`config.mk`:
```
export PLATFORM = sky130hd
export DESIGN_NAME = router_read_arbiter
export DESIGN_NICKNAME = d
export VERILOG_FILES = /design/src/rtl/router_pkg.sv /design/src/rtl/router_rr_picker.sv /design/src/rtl/router_read_arbiter.sv
export SDC_FILE = /design/constraint.sdc
export NUM_CORES = 1
export LEC_CHECK = 0
export ABC_AREA = 1
export CORE_UTILIZATION = 46
export CTS_CLUSTER_DIAMETER = 120
export CTS_CLUSTER_SIZE = 14
export DETAILED_ROUTE_END_ITERATION = 10
export GPL_TIMING_DRIVEN = 0
export PLACE_DENSITY = 0.76
export REMOVE_ABC_BUFFERS = 1
export SLEW_MARGIN = 0
export SYNTH_ARGS = -nofsm -noshare
export SYNTH_HDL_FRONTEND = slang
export SYNTH_SLANG_ARGS = --single-unit
```
`constraint.sdc`:
```
create_clock -name clk -period 1.9 [get_ports clk]
set_input_delay 0.38 -clock clk [delete_from_list [all_inputs] [get_ports clk]]
set_output_delay 0.38 -clock clk [all_outputs]
set_load 0.05 [all_outputs]
```
`src/rtl/router_pkg.sv`:
```
`default_nettype none
// +---------------------------------------------------------------+
// | router_pkg : shared types and constants for the router read   |
// |              side.                      Rev 1.0               |
// +---------------------------------------------------------------+
package router_pkg;

  localparam int NUM_PORTS     = 3;
  localparam int LEN_LSB       = 2;
  localparam int LEN_W_DEFAULT = 6;

  typedef enum logic [1:0] {
    ARB = 2'd0,
    HDR = 2'd1,
    LEN = 2'd2,
    PAY = 2'd3
  } state_e;

  // Port index addition modulo NUM_PORTS; p is a valid port, off is 1..3.
  function automatic logic [1:0] port_add(input logic [1:0] p, input logic [1:0] off);
    logic [2:0] s;
    s = {1'b0, p} + {1'b0, off};
    if (s >= 3'd3) s = s - 3'd3;
    return s[1:0];
  endfunction

endpackage
`default_nettype wire

```
`src/rtl/router_rr_picker.sv`:
```
`default_nettype none
// +---------------------------------------------------------------+
// | router_rr_picker : 3-way round-robin pick starting after      |
// |                    the last served port.       Rev 1.0        |
// +---------------------------------------------------------------+
module router_rr_picker
  import router_pkg::*;
(
  input  logic [NUM_PORTS-1:0] req,
  input  logic [1:0]           last,
  output logic                 pick_vld,
  output logic [1:0]           pick_idx
);

  logic [1:0] cand;

  always_comb begin
    pick_vld = 1'b0;
    pick_idx = 2'd0;
    cand     = 2'd0;
    // Scan farthest offset first so the nearest requester after last wins.
    for (int i = NUM_PORTS; i >= 1; i--) begin
      cand = port_add(last, 2'(i));
      if (req[cand]) begin
        pick_vld = 1'b1;
        pick_idx = cand;
      end
    end
  end

endmodule
`default_nettype wire

```
`src/rtl/router_read_arbiter.sv`:
```
`default_nettype none
// +---------------------------------------------------------------+
// | router_read_arbiter : packet-granular round-robin reader that |
// |   merges the three router FIFOs onto one byte stream. Rev 1.0 |
// +---------------------------------------------------------------+
module router_read_arbiter
  import router_pkg::*;
#(
  parameter int STALL_LIMIT = 32,
  parameter int LEN_W       = LEN_W_DEFAULT
) (
  input  logic                 clk,
  input  logic                 rstn,
  input  logic [NUM_PORTS-1:0] vld_in,
  input  logic [7:0]           fifo_data0,
  input  logic [7:0]           fifo_data1,
  input  logic [7:0]           fifo_data2,
  output logic [NUM_PORTS-1:0] read_en,
  input  logic                 out_ready,
  output logic [7:0]           out_data,
  output logic                 out_valid,
  output logic                 out_sop,
  output logic                 out_eop,
  output logic [1:0]           out_port,
  output logic                 abort,
  output logic [NUM_PORTS-1:0] grant
);

  localparam int CNT_W = $clog2(STALL_LIMIT + 1);

  state_e               state_q, state_d;
  logic [1:0]           g_q, g_d;
  logic [1:0]           last_q, last_d;
  logic [NUM_PORTS-1:0] grant_q, grant_d;
  logic [LEN_W:0]       rem_q, rem_d;
  logic [CNT_W-1:0]     stall_q, stall_d;
  logic                 beat_q, beat_d;
  logic                 sop_q, sop_d;
  logic                 eop_q, eop_d;
  logic                 abort_q, abort_d;
  logic [1:0]           port_q, port_d;

  logic                 pick_vld;
  logic [1:0]           pick_idx;
  logic [7:0]           g_data;
  logic [7:0]           beat_data;
  logic [LEN_W-1:0]     hdr_len;
  logic [LEN_W-1:0]     eff_len;
  logic                 vld_g;
  logic                 stalled;

  router_rr_picker u_picker (
    .req      (vld_in),
    .last     (last_q),
    .pick_vld (pick_vld),
    .pick_idx (pick_idx)
  );

  always_comb begin
    case (g_q)
      2'd0:    g_data = fifo_data0;
      2'd1:    g_data = fifo_data1;
      2'd2:    g_data = fifo_data2;
      default: g_data = 8'd0;
    endcase
  end

  always_comb begin
    case (port_q)
      2'd0:    beat_data = fifo_data0;
      2'd1:    beat_data = fifo_data1;
      2'd2:    beat_data = fifo_data2;
      default: beat_data = 8'd0;
    endcase
  end

  assign vld_g   = vld_in[g_q];
  assign hdr_len = LEN_W'(g_data >> LEN_LSB);
  assign eff_len = (hdr_len == '0) ? LEN_W'(1) : hdr_len;
  // Waiting on an empty FIFO only counts when the consumer is able to take data.
  assign stalled = ((state_q == HDR) || (state_q == PAY)) && out_ready && !vld_g;

  always_comb begin
    state_d = state_q;
    g_d     = g_q;
    last_d  = last_q;
    grant_d = grant_q;
    rem_d   = rem_q;
    stall_d = stall_q;
    beat_d  = 1'b0;
    sop_d   = 1'b0;
    eop_d   = 1'b0;
    abort_d = 1'b0;
    port_d  = 2'd0;

    case (state_q)
      ARB: begin
        if (pick_vld) begin
          g_d     = pick_idx;
          grant_d = NUM_PORTS'(1) << pick_idx;
          stall_d = '0;
          state_d = HDR;
        end
      end
      HDR: begin
        if (out_ready && vld_g) begin
          beat_d  = 1'b1;
          sop_d   = 1'b1;
          port_d  = g_q;
          stall_d = '0;
          state_d = LEN;
        end
      end
      LEN: begin
        rem_d   = (LEN_W+1)'(eff_len) + (LEN_W+1)'(1);
        state_d = PAY;
      end
      PAY: begin
        if (out_ready && vld_g) begin
          beat_d  = 1'b1;
          port_d  = g_q;
          stall_d = '0;
          rem_d   = rem_q - (LEN_W+1)'(1);
          if (rem_q == (LEN_W+1)'(1)) begin
            eop_d   = 1'b1;
            last_d  = g_q;
            grant_d = '0;
            state_d = ARB;
          end
        end
      end
      default: state_d = ARB;
    endcase

    if (stalled) begin
      if (stall_q == CNT_W'(STALL_LIMIT - 1)) begin
        abort_d = 1'b1;
        last_d  = g_q;
        grant_d = '0;
        rem_d   = '0;
        stall_d = '0;
        state_d = ARB;
      end else begin
        stall_d = stall_q + CNT_W'(1);
      end
    end
  end

  always_ff @(posedge clk or negedge rstn) begin
    if (!rstn) begin
      state_q <= ARB;
      g_q     <= 2'd0;
      last_q  <= 2'd2;
      grant_q <= '0;
      rem_q   <= '0;
      stall_q <= '0;
      beat_q  <= 1'b0;
      sop_q   <= 1'b0;
      eop_q   <= 1'b0;
      abort_q <= 1'b0;
      port_q  <= 2'd0;
    end else begin
      state_q <= state_d;
      g_q     <= g_d;
      last_q  <= last_d;
      grant_q <= grant_d;
      rem_q   <= rem_d;
      stall_q <= stall_d;
      beat_q  <= beat_d;
      sop_q   <= sop_d;
      eop_q   <= eop_d;
      abort_q <= abort_d;
      port_q  <= port_d;
    end
  end

  // The FIFO output register is the data stage; only the beat flags are held here.
  assign read_en   = beat_d ? grant_q : '0;
  assign grant     = grant_q;
  assign out_valid = beat_q;
  assign out_sop   = sop_q;
  assign out_eop   = eop_q;
  assign out_port  = port_q;
  assign out_data  = beat_q ? beat_data : 8'd0;
  assign abort     = abort_q;

endmodule
`default_nettype wire

```
Word-level counts from Yosys, hierarchy flattened
Cells that the tools add are included.
{ "totals": {"in_bits": 30, "register_bits": 28, "output_inout_bits": 20} }
{ "classes": {"muxes": 59, "n_lt_le_gt_ge": 7, "n_reduce_logical": 13, "n_shift": 1, "n_addsub": 9, "eq_ne": 11} }
{ "op_table": {"columns": ["op", "n"], "rows": [
  ["8-bit case mux with 3 select lines", 2],
  ["2-bit two-way mux", 19],
  ["6-bit two-way mux", 5],
  ["7-bit two-way mux", 3],
  ["3-bit two-way mux", 6],
  ["1-bit two-way mux", 15],
  ["7-bit case mux with 2 select lines", 1],
  ["2-bit by 3-bit less-than comparator with 1-bit output, second input constant", 4],
  ["6-bit case mux with 2 select lines", 1],
  ["3-bit by 2-bit greater-or-equal comparator with 1-bit output, second input constant", 3],
  ["1-bit binary-select mux with 2-bit select", 4],
  ["2-bit equality test, second input constant", 4],
  ["8-bit two-way mux", 1],
  ["2-bit case mux with 4 select lines", 1],
  ["6-bit by 1-bit adder with 7-bit output, second input constant", 1],
  ["7-bit by 1-bit equality test with 1-bit output, second input constant", 1],
  ["7-bit by 1-bit subtractor with 7-bit output, second input constant", 1],
  ["2-bit by 2-bit adder with 3-bit output, second input constant", 2],
  ["6-bit by 1-bit adder with 6-bit output, second input constant", 1],
  ["2-bit by 1-bit equality test with 1-bit output, second input constant", 3],
  ["6-bit by 5-bit equality test with 1-bit output, second input constant", 1],
  ["2-bit logical NOT", 3],
  ["6-bit logical NOT", 1],
  ["3-bit case mux with 2 select lines", 1],
  ["other kinds (12)", 16]
]} }

Logic depth before layout (Yosys ltp)
{ "logic_depth": {"depth_word": 13, "mapped_depth": 12, "ltp_nobuf": 12} }

By module
Synthesis repeated with hierarchy kept, for this count alone.
{ "unflattened": {"hier_cells": 360, "area_unflattened_um2": 2336.0} }
{ "modules_own_cells": {"columns": ["module", "instances", "seq_area_each_um2", "area_each_um2", "cells_per_inst"], "rows": [
  ["router_read_arbiter", 1, 701.9, 2148.3, 324],
  ["router_rr_picker", 1, 0.0, 187.7, 36]
]} }

Least setup slack after synthesis
No wires, ideal clock.
{ "synth_path": {"path_type": "reg2out", "startpoint": "reg g_q[0]", "endpoint": "out read_en[0]", "path_buffers": 1, "stages_incl_launch_ff": 7, "arrival_ps": 1752, "path_slack_ps": -232, "path_cell_list": "dfrtp_1 buf_6 o21ai_2 nand4_4 nor2_1 inv_1 nor2_1"} }
{ "synth_via": {"elab_chain_len": 6} }
{ "synth_lines": {"columns": ["element", "line_no", "rtl"], "rows": [
  ["from (decl)", "router_read_arbiter.sv:32", "logic [1:0] g_q, g_d;"],
  ["from (signal assigned)", "router_read_arbiter.sv:164", "g_q <= g_d;"],
  ["1-bit binary-select mux with 2-bit select", "router_read_arbiter.sv:77", "assign vld_g = vld_in[g_q];"],
  ["1-bit two-way mux (implied by the code)", "router_read_arbiter.sv:77", null],
  ["1-bit logical AND", "router_read_arbiter.sv:106, router_read_arbiter.sv:119", null],
  ["1-bit two-way mux", "router_read_arbiter.sv:106, router_read_arbiter.sv:119", null],
  ["1-bit two-way mux", null, null],
  ["via beat_d", "router_read_arbiter.sv:37", "logic beat_q, beat_d;"],
  ["3-bit two-way mux", "router_read_arbiter.sv:178", "assign read_en = beat_d ? grant_q : '0;"],
  ["to (decl)", "router_read_arbiter.sv:18", "output logic [NUM_PORTS-1:0] read_en,"]
]} }
The timed path passes the listed nets, and every way through them passes these cells. The select of a mux whose other input is x is not followed.

Worst setup path in the final report
Same ends and word-level chain as after synthesis.

==> results.json <==
{
  "drive_gt1_share_pct": 25.7,
  "final_antenna_net_count": 0,
  "dp_hpwl_um": 4540,
  "antenna_found_initial": 0,
  "cts_tree": "yes",
  "endpoint_kind": "output port",
  "ys_ff_latch": 28,
  "ir_drop_v": 0.000834,
  "synthTopCellsByArea": "dfrtp_1, nand2_1, nand3_1",
  "worstSetupPathType": "flip-flop to output port",
  "cp_data_required_time_ps": 1520,
  "clock_latency_ps": 300,
  "tightest_slew_ps": 678,
  "numCtsBuffers": 3,
  "rows": 25,
  "path_max_fanout": 6,
  "grt_max_degree": 29,
  "overflow": 0,
  "route.detailed.vias_per_inst": 5.19,
  "cts_htree_levels": 1,
  "period_minus_slack_ps": 2010,
  "die-area_um2": 5410,
  "max_freq_mhz": 498,
  "syn_area_um2": 2360,
  "grt_pass1_wl_um": 11000,
  "outcome": "finished, violations left",
  "violations": "setup timing",
  "ys_top_cells_by_count": "nand2_1, inv_1, nor2_1",
  "grt_setup_unrepaired": "yes",
  "power_density_nw_per_um2": 1400,
  "clock_sinks": 28,
  "cp_data_arrival_time_ps": 1630,
  "clk_path_buf_depth": 2,
  "start_util_pct": 48.9,
  "antennaDiodeCount": 0,
  "slowest_stage": "dfrtp_2",
  "synth_top_cell_by_area": "dfrtp_1",
  "fin_nets": 492,
  "worstReg2RegStart": "last_q[1]",
  "die_x_um": 73.6,
  "synthCells": 383,
  "place_congestion": 0.841,
  "synth_most_common_cell": "nand2_1",
  "synth.distinct_cells": 30,
  "die_h_um": 73.6,
  "max_cap_viol_count": 0,
  "pin_count": 50,
  "drc": 0,
  "drtPass1Iterations": 4,
  "drv_slew": 0,
  "fin_crit_sh_pct": 106,
  "setup_violations": 13,
  "place_area_um2": 2900,
  "leakage_nw": 1.70,
  "drt_wl_total_um": 7030,
  "drt_iter0_markers": 118,
  "max-slew-margin-rel_pct": 54.8,
  "seq_area_frac_synth_pct": 29.8,
  "fillers": 401,
  "hold_viol_final": 0,
  "startpoint": "g_q[0]",
  "finalWorstSetupSlack_ps": -108,
  "synth-edff-count": 0,
  "cts-root-buf": "clkbuf_8",
  "clk_pin_slew_ps": 110,
  "cpPeakStageDelay_ps": 510,
  "portBuffers": 49,
  "worst_setup_path_start_kind": "flip-flop",
  "syn_to_final_growth_pct": 44.6,
  "avgSynthCellArea_um2": 6.15,
  "crit_path_cell_trace": "o21ai_4 > nand4_4 > nor2_4 > inv_4 > nor2_4 > buf_6",
  "grt_usage_pct": 26.7,
  "stdcell_area_um2": 3410,
  "synthFlopType": "dfrtp_1",
  "wire_per_inst_um": 13.6,
  "synth-async-reset-ratio_pct": 100,
  "hold_path.class": "primary input to asynchronous set/reset pin",
  "core_area_um2": 4820,
  "cpMostUsedCell": "nor2_4",
  "grt_pass1_vias": 2506,
  "synth.top_cell.area_share_pct": 28.7,
  "ys_warn_count": 0,
  "num_vias": 2688,
  "fin_tns_setup_ps": -684,
  "finClkSkew_ps": 11.9
}
==> critical path: cells and delay by family, from the launching register on <==
kind	cells	cell delay (ps)
AO/OA/AOI/OAI	1	230
AND/OR/NAND/NOR	3	350
flip-flops	1	510
buffers and inverters	2	240
==> registers in the layout, indices dropped and copies added, names as in the netlist <==
| signal | cells |
|---|---|
| out_sop | 1 |
| grant | 3 |
| state_q | 2 |
| g_q | 2 |
| out_valid | 1 |
| out_port | 2 |
| abort | 1 |
| last_q | 2 |
| rem_q | 7 |
| out_eop | 1 |
| stall_q | 6 |
==> cell type report <==
type	count	area [µm²]	area share (%)
Timing Repair Buffer	70	694	20.4
Clock inverter	1	30.0	0.881
Inverter	54	213	6.24
Multi-Input combinational cell	295	1640	48.0
Tap cell	67	83.8	2.46
Sequential cell	28	711	20.9
Clock buffer	3	41.3	1.21
==> cell families (layout without fill, tap and decap cells) <==
kind of cell	after synthesis	in the layout	synth area share, %
adders and majority gates	10	10	5.31
AOI/OAI and AO/OA	42	42	9.82
DFF	28	28	29.8
buffers and inverters	60	128	10.1
and+or+nand+nor	242	242	44.6
xor gates and xnor gates	1	1	0.372
==> cells in the final DEF (no fill, tap or decap), types with 4 or more instances in the layout <==
cell type,count
nand2_1,117
inv_1,39
nand3_1,39
nor2_1,37
clkdlybuf4s50_1,29
dfrtp_1,20
buf_4,16
nand2_2,15
buf_6,12
inv_2,11
a21oi_1,11
nor2_4,10
o21ai_0,9
nand4_1,7
a21oi_2,7
ha_1,7
dfrtp_2,7
o21ai_1,6
nand2_4,5
dlygate4sd2_1,5
inv_4,4
==> stage by stage <==
step,power (W),worst slack (ps),utilization (%),instances,hold slack [ps]
after global routing,0.00511,-175,70.8,518,163
after CTS,0.00460,-74.7,68.6,516,534
after global placement,0.00335,-1130,60.1,493,497
after detailed placement,0.00340,-1190,60.1,493,508
after floorplan,0.00277,-251,-,377,84.4
final,0.00476,-108,70.8,518,105
==> routing by layer <==
metal	vias to the layer above	GRT usage [%]	share of wire [%]
met4	0	11.3	2.1
met3	16	3.70	4.1
li1	1345	-	-
met2	75	47.2	50
met1	1252	32.4	43
met5	-	0	0
==> worst paths after layout <==
check	to	cells after the start	slack [ps]
max in group asynchronous	state_q[1]	1	1310
min in group clk	stall_q[3]	2	560
min	out_port[0]	1	100
min reg2reg	stall_q[3]	2	560
max reg2reg	stall_q[2]	11	-60
max	read_en[0]	6	-110
==> power by group <==
part	total, W	internal [W]	switching [W]
logic	0.00322	0.00124	0.00199
clock network	0.000498	0.000283	0.000215
registers	0.00104	0.000782	0.000257
total	0.00476	0.00230	0.00246
==> what timing repair did <==
item / CTS / global route
endpoints found under the setup margin: 25 / 26
pin swaps: 14 / 28
cloned: 1 / 0
resized for setup: 132 / 38
setup buffers: 18 / 4
hold buffers: 0 / 0
(Power assumes the default switching activity.)
